==> src/rtl/sprite_compositor.sv <==
// rtl/sprite_compositor.sv - N-channel sprite compositor: shadowed Avalon registers, 3-stage VGA pixel pipeline
module sprite_compositor #(
    parameter int NUM_SPRITES = 8,
    parameter int SPRITE_W    = 32,
    parameter int SPRITE_H    = 32,
    parameter int ROM_AW      = 10,
    parameter int HACTIVE     = 1280,
    parameter int VACTIVE     = 480
) (
    input  logic                          clk,
    input  logic                          reset_n,
    input  logic                          chipselect,
    input  logic                          write,
    input  logic [8:0]                    address,
    input  logic [31:0]                   writedata,
    input  logic [10:0]                   hcount,
    input  logic [9:0]                    vcount,
    input  logic                          blank_n,
    output logic [NUM_SPRITES*ROM_AW-1:0] rom_addr,
    input  logic [NUM_SPRITES*16-1:0]     rom_data,
    output logic [7:0]                    VGA_R,
    output logic [7:0]                    VGA_G,
    output logic [7:0]                    VGA_B,
    output logic                          frame_commit
);
    localparam int CW = $clog2(SPRITE_W);

    logic [10:0] sh_x_q [NUM_SPRITES], sh_x_d [NUM_SPRITES], act_x_q [NUM_SPRITES];
    logic [9:0]  sh_y_q [NUM_SPRITES], sh_y_d [NUM_SPRITES], act_y_q [NUM_SPRITES];
    logic [NUM_SPRITES-1:0] sh_en_q, sh_en_d, act_en_q, sh_fl_q, sh_fl_d, act_fl_q;
    logic [15:0] sh_bg_q, sh_bg_d, act_bg_q, sh_key_q, sh_key_d, act_key_q;
    logic        commit, commit_q;
    logic [15:0] unused_wdata_hi;

    assign unused_wdata_hi = writedata[31:16];
    assign commit          = (hcount == 11'd0) && (vcount == 10'(VACTIVE));
    assign frame_commit    = commit_q;

    always_comb begin
        sh_x_d   = sh_x_q;
        sh_y_d   = sh_y_q;
        sh_en_d  = sh_en_q;
        sh_fl_d  = sh_fl_q;
        sh_bg_d  = sh_bg_q;
        sh_key_d = sh_key_q;
        if (chipselect && write) begin
            if (address == 9'h100) begin
                sh_bg_d = writedata[15:0];
            end else if (address == 9'h101) begin
                sh_key_d = writedata[15:0];
            end else if (!address[8]) begin
                for (int i = 0; i < NUM_SPRITES; i++) begin
                    if (address[7:2] == 6'(i)) begin
                        case (address[1:0])
                            2'd0:    sh_x_d[i] = writedata[10:0];
                            2'd1:    sh_y_d[i] = writedata[9:0];
                            2'd2:    begin
                                sh_en_d[i] = writedata[0];
                                sh_fl_d[i] = writedata[1];
                            end
                            default: ;
                        endcase
                    end
                end
            end
        end
    end

    // The commit copies the next-state shadow, so a write in the commit cycle lands this frame.
    always_ff @(posedge clk or negedge reset_n) begin
        if (!reset_n) begin
            for (int i = 0; i < NUM_SPRITES; i++) begin
                sh_x_q[i]  <= '0;
                sh_y_q[i]  <= '0;
                act_x_q[i] <= '0;
                act_y_q[i] <= '0;
            end
            sh_en_q   <= '0;
            sh_fl_q   <= '0;
            act_en_q  <= '0;
            act_fl_q  <= '0;
            sh_bg_q   <= 16'hFFFF;
            act_bg_q  <= 16'hFFFF;
            sh_key_q  <= 16'hF81F;
            act_key_q <= 16'hF81F;
            commit_q  <= 1'b0;
        end else begin
            sh_x_q   <= sh_x_d;
            sh_y_q   <= sh_y_d;
            sh_en_q  <= sh_en_d;
            sh_fl_q  <= sh_fl_d;
            sh_bg_q  <= sh_bg_d;
            sh_key_q <= sh_key_d;
            commit_q <= commit;
            if (commit) begin
                act_x_q   <= sh_x_d;
                act_y_q   <= sh_y_d;
                act_en_q  <= sh_en_d;
                act_fl_q  <= sh_fl_d;
                act_bg_q  <= sh_bg_d;
                act_key_q <= sh_key_d;
            end
        end
    end

    logic [NUM_SPRITES-1:0] hit_d, hit_s0_q, hit_s1_q;
    logic                   blank_s0_q, blank_s1_q;
    logic                   in_active;

    assign in_active = (hcount < 11'(HACTIVE)) && (vcount < 10'(VACTIVE));

    for (genvar g = 0; g < NUM_SPRITES; g++) begin : g_spr
        logic [CW-1:0]     dx, col;
        logic [ROM_AW-1:0] addr_d, addr_q;
        logic              h_in, v_in;

        // Widened compares keep x+SPRITE_W from wrapping near the right edge.
        assign h_in = ({1'b0, hcount} >= {1'b0, act_x_q[g]}) &&
                      ({1'b0, hcount} <  ({1'b0, act_x_q[g]} + 12'(SPRITE_W)));
        assign v_in = ({1'b0, vcount} >= {1'b0, act_y_q[g]}) &&
                      ({1'b0, vcount} <  ({1'b0, act_y_q[g]} + 11'(SPRITE_H)));
        assign hit_d[g] = act_en_q[g] && h_in && v_in && in_active;
        assign dx       = CW'(hcount) - CW'(act_x_q[g]);
        assign col      = act_fl_q[g] ? ~dx : dx;
        assign addr_d   = ROM_AW'(ROM_AW'(vcount - act_y_q[g]) * ROM_AW'(SPRITE_W)) + ROM_AW'(col);

        always_ff @(posedge clk or negedge reset_n) begin
            if (!reset_n) begin
                addr_q <= '0;
            end else if (hit_d[g]) begin
                addr_q <= addr_d;
            end
        end

        assign rom_addr[g*ROM_AW +: ROM_AW] = addr_q;
    end

    logic [15:0] pix;
    logic [23:0] rgb_d, rgb_q;

    // Walk from highest index down so the lowest opaque index wins.
    always_comb begin
        pix = act_bg_q;
        for (int i = NUM_SPRITES - 1; i >= 0; i--) begin
            if (hit_s1_q[i] && (rom_data[i*16 +: 16] != act_key_q)) begin
                pix = rom_data[i*16 +: 16];
            end
        end
        rgb_d = '0;
        if (blank_s1_q) begin
            rgb_d = {pix[15:11], pix[15:13], pix[10:5], pix[10:9], pix[4:0], pix[4:2]};
        end
    end

    always_ff @(posedge clk or negedge reset_n) begin
        if (!reset_n) begin
            hit_s0_q   <= '0;
            hit_s1_q   <= '0;
            blank_s0_q <= 1'b0;
            blank_s1_q <= 1'b0;
            rgb_q      <= '0;
        end else begin
            hit_s0_q   <= hit_d;
            blank_s0_q <= blank_n;
            hit_s1_q   <= hit_s0_q;
            blank_s1_q <= blank_s0_q;
            rgb_q      <= rgb_d;
        end
    end

    assign VGA_R = rgb_q[23:16];
    assign VGA_G = rgb_q[15:8];
    assign VGA_B = rgb_q[7:0];
endmodule

==> config.mk <==
export PLATFORM = sky130hd
export DESIGN_NAME = sprite_compositor
export DESIGN_NICKNAME = d
export VERILOG_FILES = /design/src/rtl/sprite_compositor.sv
export SDC_FILE = /design/constraint.sdc
export NUM_CORES = 1
export LEC_CHECK = 0
export BUFFER_PORTS_ARGS = -buffer_cell sky130_fd_sc_hd__clkbuf_2
export CORE_ASPECT_RATIO = 1.1
export CORE_MARGIN = 5
export CORE_UTILIZATION = 40
export CTS_CLUSTER_DIAMETER = 50
export DETAILED_ROUTE_END_ITERATION = 10
export PLACE_DENSITY_LB_ADDON = 0.1
export SLEW_MARGIN = 10
export SYNTH_ARGS = -nofsm -noshare
export SYNTH_HDL_FRONTEND = slang
export SYNTH_SLANG_ARGS = --single-unit
==> constraint.sdc <==
create_clock -name clk -period 3.8 [get_ports clk]
set_input_delay 0.38 -clock clk [delete_from_list [all_inputs] [get_ports clk]]
set_output_delay 0.38 -clock clk [all_outputs]
set_load 0.02 [all_outputs]
Word level (Yosys, flattened, before mapping)
Cells that the tools add are included.
{"block": "word_totals", "ff_bits": 555, "inputBits": 195, "out_inout_bits": 105, "wordCells": 312}
{"block": "op_classes", "addsub": 40, "order_cmp": 34, "n_eq_ne": 20, "muxes": 102, "n_bitwise": 8, "n_reduce_logical": 54}
{"op": "2-to-1 mux 88 bit", "n": 4}
{"op": "2-to-1 mux 80 bit", "n": 4}
{"op": "2-to-1 mux 16 bit", "n": 13}
{"op": "2-to-1 mux 11 bit", "n": 16}
{"op": "2-to-1 mux 10 bit", "n": 16}
{"op": "!= test 16 bit", "n": 8}
{"op": "adder 11 x 6 -> 12 bit, second input constant", "n": 8}
{"op": "less-than comparator 11 x 12 -> 1 bit", "n": 8}
{"op": "adder 10 x 6 -> 11 bit, second input constant", "n": 8}
{"op": ">= comparator 11 bit", "n": 8}
{"op": "less-than comparator 10 x 11 -> 1 bit", "n": 8}
{"op": "adder 10 x 5 -> 10 bit", "n": 8}
{"op": ">= comparator 10 bit", "n": 8}
{"op": "subtractor 5 bit", "n": 16}
{"op": "2-to-1 mux 8 bit", "n": 8}
{"op": "logical AND 1 bit", "n": 51}
{"op": "2-to-1 mux 5 bit", "n": 8}
{"op": "NOT 5 bit", "n": 8}
{"op": "2-to-1 mux 1 bit", "n": 32}
{"op": "== test 6 x 3 -> 1 bit, second input constant", "n": 4}
{"op": "2-to-1 mux 24 bit", "n": 1}
{"op": "== test 9 bit, second input constant", "n": 2}
{"op": "== test 6 x 2 -> 1 bit, second input constant", "n": 2}
{"op": "logical NOT 11 bit", "n": 1}
{"op": "8 further kinds", "n": 8}

Logic depth before layout (Yosys ltp)
{"block": "logic_depth", "ltp_word": 11, "mapped_depth": 12, "depth_no_buf": 11}

Worst setup path after synthesis
No wires, ideal clock.
{"block": "synth_timing", "path_type": "input port to flip-flop", "from": "input vcount[0]", "to": "register g_spr[6].addr_q[1]", "setup_time_ps": 125, "arrival_ps": 2803, "t_required_ps": 3675, "setup_slack_ps": 872, "cell_stages": 12, "path_buffers": 1, "path_cell_list": "inv_1 ha_1 fa_1 nand2b_1 a21oi_1 o221ai_1 a21oi_1 nor3_1 o21ba_2 nor4_2 buf_4 mux2_2"}
{"block": "synth_between", "elab_chain_cells": 4, "word_cells_on_any_way": 7, "cone_classes": "order compare: 3; reduce/logical: 4"}
{"element": "start: declaration", "line": "17", "text": "input logic [9:0] vcount,"}
{"element": "less-than comparator 10 x 11 -> 1 bit or >= comparator 10 bit (tied branches)", "line": "121, 120"}
{"element": "logical AND 1 bit", "line": "120", "text": "assign v_in = ({1'b0, vcount} >= {1'b0, act_y_q[g]}) &&"}
{"element": "logical AND 1 bit", "line": "122", "text": "assign hit_d[g] = act_en_q[g] && h_in && v_in && in_active;"}
{"element": "logical AND 1 bit *", "line": "122"}
{"element": "via hit_d[6]", "line": "106", "text": "logic [NUM_SPRITES-1:0] hit_d, hit_s0_q, hit_s1_q;"}
{"element": "end signal: assignment", "line": "131", "text": "addr_q <= addr_d;"}
{"element": "end: declaration", "line": "114", "text": "logic [ROM_AW-1:0] addr_d, addr_q;"}
Mark *: on every way through the listed nets, which the timed path passes. The rest lies on a longest branch.
A chain may end at the register's enable or synchronous reset.

Worst setup path after layout
{"block": "layout_timing", "from": "register act_x_q[60] in the netlist's numbering", "to": "register g_spr[2].addr_q[2]"}
{"block": "layout_between", "elab_chain_cells": 6, "word_cells_on_any_way": 7, "cone_classes": "add/sub: 1; order compare: 2; reduce/logical: 4"}
{"element": "start: declaration", "line": "28", "text": "logic [10:0] sh_x_q [NUM_SPRITES], sh_x_d [NUM_SPRITES], act_x_q [NUM_SPRITES];"}
{"element": "start signal: indexed assignment", "line": "75", "text": "act_x_q[i] <= '0;"}
{"element": "start signal: assignment", "line": "96", "text": "act_x_q <= sh_x_d;"}
{"element": "adder 11 x 6 -> 12 bit", "line": "119", "text": "({1'b0, hcount} < ({1'b0, act_x_q[g]} + 12'(SPRITE_W)));"}
{"element": "less-than comparator 11 x 12 -> 1 bit", "line": "119"}
{"element": "logical AND 1 bit *", "line": "118", "text": "assign h_in = ({1'b0, hcount} >= {1'b0, act_x_q[g]}) &&"}
{"element": "logical AND 1 bit * (3 in a row)", "line": "122"}
{"element": "end signal: assignment", "line": "131"}
{"element": "end: declaration", "line": "114"}
Every way passes the cells marked *; elsewhere a longest branch is shown, timed or not.

==> flow_metrics.py <==
metrics = {
    "status": {
        "outcome": "complete, no violations",
    },
    "worst_setup_path": {
        "crit_chain": "ha_1 -> inv_1 -> ha_1 -> o21ai_0 -> a2111oi_0 -> nor4_1 -> o21ai_0 -> o31ai_1 -> o2111ai_1 -> nor4_2 -> buf_4 -> mux2_2",
        "cp.buffers_inverters": 2,
        "critPathRequiredTime_ns": 4.30,
        "cpMaxStageDelayCell": "dfrtp_1",
        "r2r-end": "g_spr[2].addr_q[2]",
        "reg2reg_slack_ns": 0.57,
        "crit_family": "compound AO/OA/AOI/OAI gates",
        "worst_setup_path_start_kind": "flop",
        "path_max_fanout": 6,
        "worstRegToRegCells": 12,
        "cp-startpoint": "act_x_q[60]",
        "critPathCaptureType": "flop",
        "cp.arrival_ns": 3.73,
        "worstReg2RegStart": "act_x_q[60]",
        "critPathKind": "reg2reg",
        "slowest_delay_ns": 0.43,
    },
    "clock_network": {
        "cts_root_buf": "clkbuf_16",
        "cts.sinks": 547,
        "postCtsHoldBufs": 5,
        "cts_max_level": 3,
        "tritoncts": "built",
        "cts_setup_buffers": 0,
        "numCtsBuffers": 76,
        "clkLatencyLatePin_ns": 0.61,
        "cts_max_path_buffers": 3,
        "clkSlewWorstSetupHoldPaths_ns": 0.06,
        "post_cts_resized": 0,
    },
    "yosys": {
        "netlist.area_leader.share": 0.393,
        "ys.warnings.count": 0,
        "syn_area_per_cell_um2": 10.4,
        "synth_top_cells_by_count": "dfrtp_1 (495), nand2_1 (424), mux2_2 (274), ha_1 (272), o21ai_0 (226)",
        "synthFlopType": "dfrtp_1",
        "syn_nets": 3507,
        "yosysUniqueCellTypes": 74,
        "syn_inst": 3024,
        "synth_edf_count": 0,
        "yosysMostFrequentCell": "dfrtp_1",
        "synthesis.area_mm2": 0.0315,
        "yosys_register_bits": 547,
        "yosysSeqAreaShare": 0.437,
        "async_reset_ff_frac": 1.00,
        "synth.area.top_cells": "dfrtp_1 (39%), ha_1 (11%), mux2_2 (9.8%)",
        "synth_area_leader_cell": "dfrtp_1",
    },
    "pwr": {
        "ir_drop_uv": 276,
        "power_density_mw_per_mm2": 384,
        "power.leakage_nw": 18.4,
    },
    "final_layout": {
        "fin_nets": 3822,
        "area_growth_pct": 17.6,
        "drive_gt1_frac": 0.252,
        "final_core_util": 0.472,
    },
    "floorplan": {
        "rows": 108,
        "die_h_um": 304,
        "fp.dieW_um": 278,
        "coreArea_mm2": 0.0785,
        "start_util": 0.401,
        "ios": 300,
        "dieArea_mm2": 0.0844,
    },
    "sta": {
        "fin_crit_sh": 0.850,
        "finalSetupViolCount": 0,
        "rsz0062_at_grt": "false",
        "slew_headroom": 0.237,
        "final.min_clock_period_ns": 3.23,
        "worst_pin_slew_ns": 1.15,
        "timing.hold.ws_ns": 0.0574,
        "fmax_mhz": 310,
        "slew_viol_final": 0,
        "clock_skew_ns": 0.0254,
        "hold_viol": 0,
        "tns_ns": 0,
    },
    "global_routing": {
        "grt_max_degree": 116,
        "grt_pass1_wl_mm": 150,
        "track_usage": 0.227,
        "antenna_found_initial": 9,
        "first_global_vias": 24400,
        "overflow": 0,
    },
    "routing": {
        "met3_wirelength_mm": 4.51,
        "met2_wirelength_mm": 47.4,
        "firstDrtPassIters": 6,
        "drtIter0Drc": 1296,
        "drt.antenna.violating_nets": 0,
        "top_layer": "met5",
        "viasPerCell": 5.31,
        "via_count": 23600,
        "m1WireLength_mm": 43.7,
        "wirelength_mm": 98.1,
        "wl_per_cell_um": 22.0,
        "drc": 0,
    },
    "placed_design": {
        "port-buffer-count": 283,
        "dp_hpwl_mm": 71.0,
        "routabilityCongestion": 0.888,
    },
    "job": {
        "max_cap_viol_count": 0,
    },
    "hold_path": {
        "hold-path-cell-count": 2,
        "hold_path.startpoint": "writedata[15]",
        "hold_class": "in2reg",
        "hold_end": "sh_bg_q[15]",
    },
}
==> registers in the layout (all words and copies together), names as in the netlist <==
name	count
act_x_q	88
sh_x_q	88
act_y_q	80
g_spr.addr_q	80
sh_y_q	80
act_bg_q	16
act_key_q	16
rgb_q	16
sh_bg_q	16
sh_key_q	16
act_en_q	8
act_fl_q	8
hit_s0_q	8
hit_s1_q	8
sh_en_q	8
sh_fl_q	8
blank_s0_q	1
blank_s1_q	1
frame_commit	1
==> report_power, final <==
| group | internal, mW | switching, mW | leakage, nW | total (mW) |
|---|---|---|---|---|
| combinational | 0.351 | 0.657 | 10.6 | 1.01 |
| sequential | 5.87 | 0.0105 | 6.56 | 5.88 |
| clock | 4.56 | 2.77 | 1.28 | 7.33 |
| total | 10.8 | 3.44 | 18.4 | 14.2 |
==> placed cells by master, fill, tap and decap left out, types with 28 or more instances in the layout <==
cell / count
dfrtp_1: 495
clkbuf_16: 78
nor2b_1: 28
nor2_1: 78
nor4_1: 34
nand3_1: 68
ha_1: 272
nand4_1: 45
xor2_1: 66
xnor2_1: 200
inv_1: 214
dfstp_2: 52
mux2_2: 274
o21ai_0: 226
nand2b_1: 29
o211ai_1: 32
clkbuf_2: 282
nand2_1: 424
a21oi_1: 68
mux2i_1: 32
buf_4: 72
==> area by class of cell <==
cell class,count,area (µm²)
inverters,214,803
diodes,3,7.51
clock inverters,42,508
repair buffers,372,2260
flip-flops and latches,547,13800
fillers,7441,41500
well taps,1045,1310
clock buffers,97,2130
multi-input cells,2128,16300
==> routing by layer <==
layer | track usage | up-vias
met5 | 0 | -
met4 | 0.0584 | 2
met3 | 0.0328 | 133
met2 | 0.388 | 575
met1 | 0.306 | 11700
li1 | - | 11100
==> stage by stage <==
| step | setup slack [ns] | std cells | cell area [µm²] | power [mW] |
|---|---|---|---|---|
| 6_report | 0.572 | 4448 | 37000 | 14.2 |
| 5_1_grt | 0.360 | 4448 | 37000 | 14.8 |
| 4_1_cts | 0.602 | 4445 | 37000 | 14.4 |
| 3_5_place_dp | 0.200 | 4301 | 34300 | 6.99 |
| 3_3_place_gp | 0.285 | 4301 | 34300 | 6.97 |
| 2_1_floorplan | 0.872 | 3024 | 31500 | 6.40 |
==> kinds of logic (layout without fill, tap and decap cells) <==
| kind of cell | after synthesis | after routing | synth area share |
|---|---|---|---|
| AO/OA/AOI/OAI | 503 | 503 | 0.103 |
| XOR/XNOR | 266 | 266 | 0.0740 |
| adder cells (fa/ha/maj) | 288 | 288 | 0.118 |
| buffers and inverters | 349 | 725 | 0.0486 |
| flip-flops | 547 | 547 | 0.437 |
| multiplexers | 310 | 310 | 0.110 |
| other | 0 | 3 | 0 |
| AND/OR/NAND/NOR | 761 | 761 | 0.110 |
==> how the worst max path moves through the flow <==
| stage | end | cells past startpoint |
|---|---|---|
| after floorplan | g_spr[6].addr_q[1] | 12 |
| after global placement | g_spr[6].addr_q[2] | 14 |
| after detailed placement | g_spr[6].addr_q[1] | 14 |
| after CTS | g_spr[2].addr_q[2] | 12 |
| after global routing | g_spr[2].addr_q[3] | 12 |
| final | g_spr[2].addr_q[2] | 12 |
(Power assumes the default switching activity.)
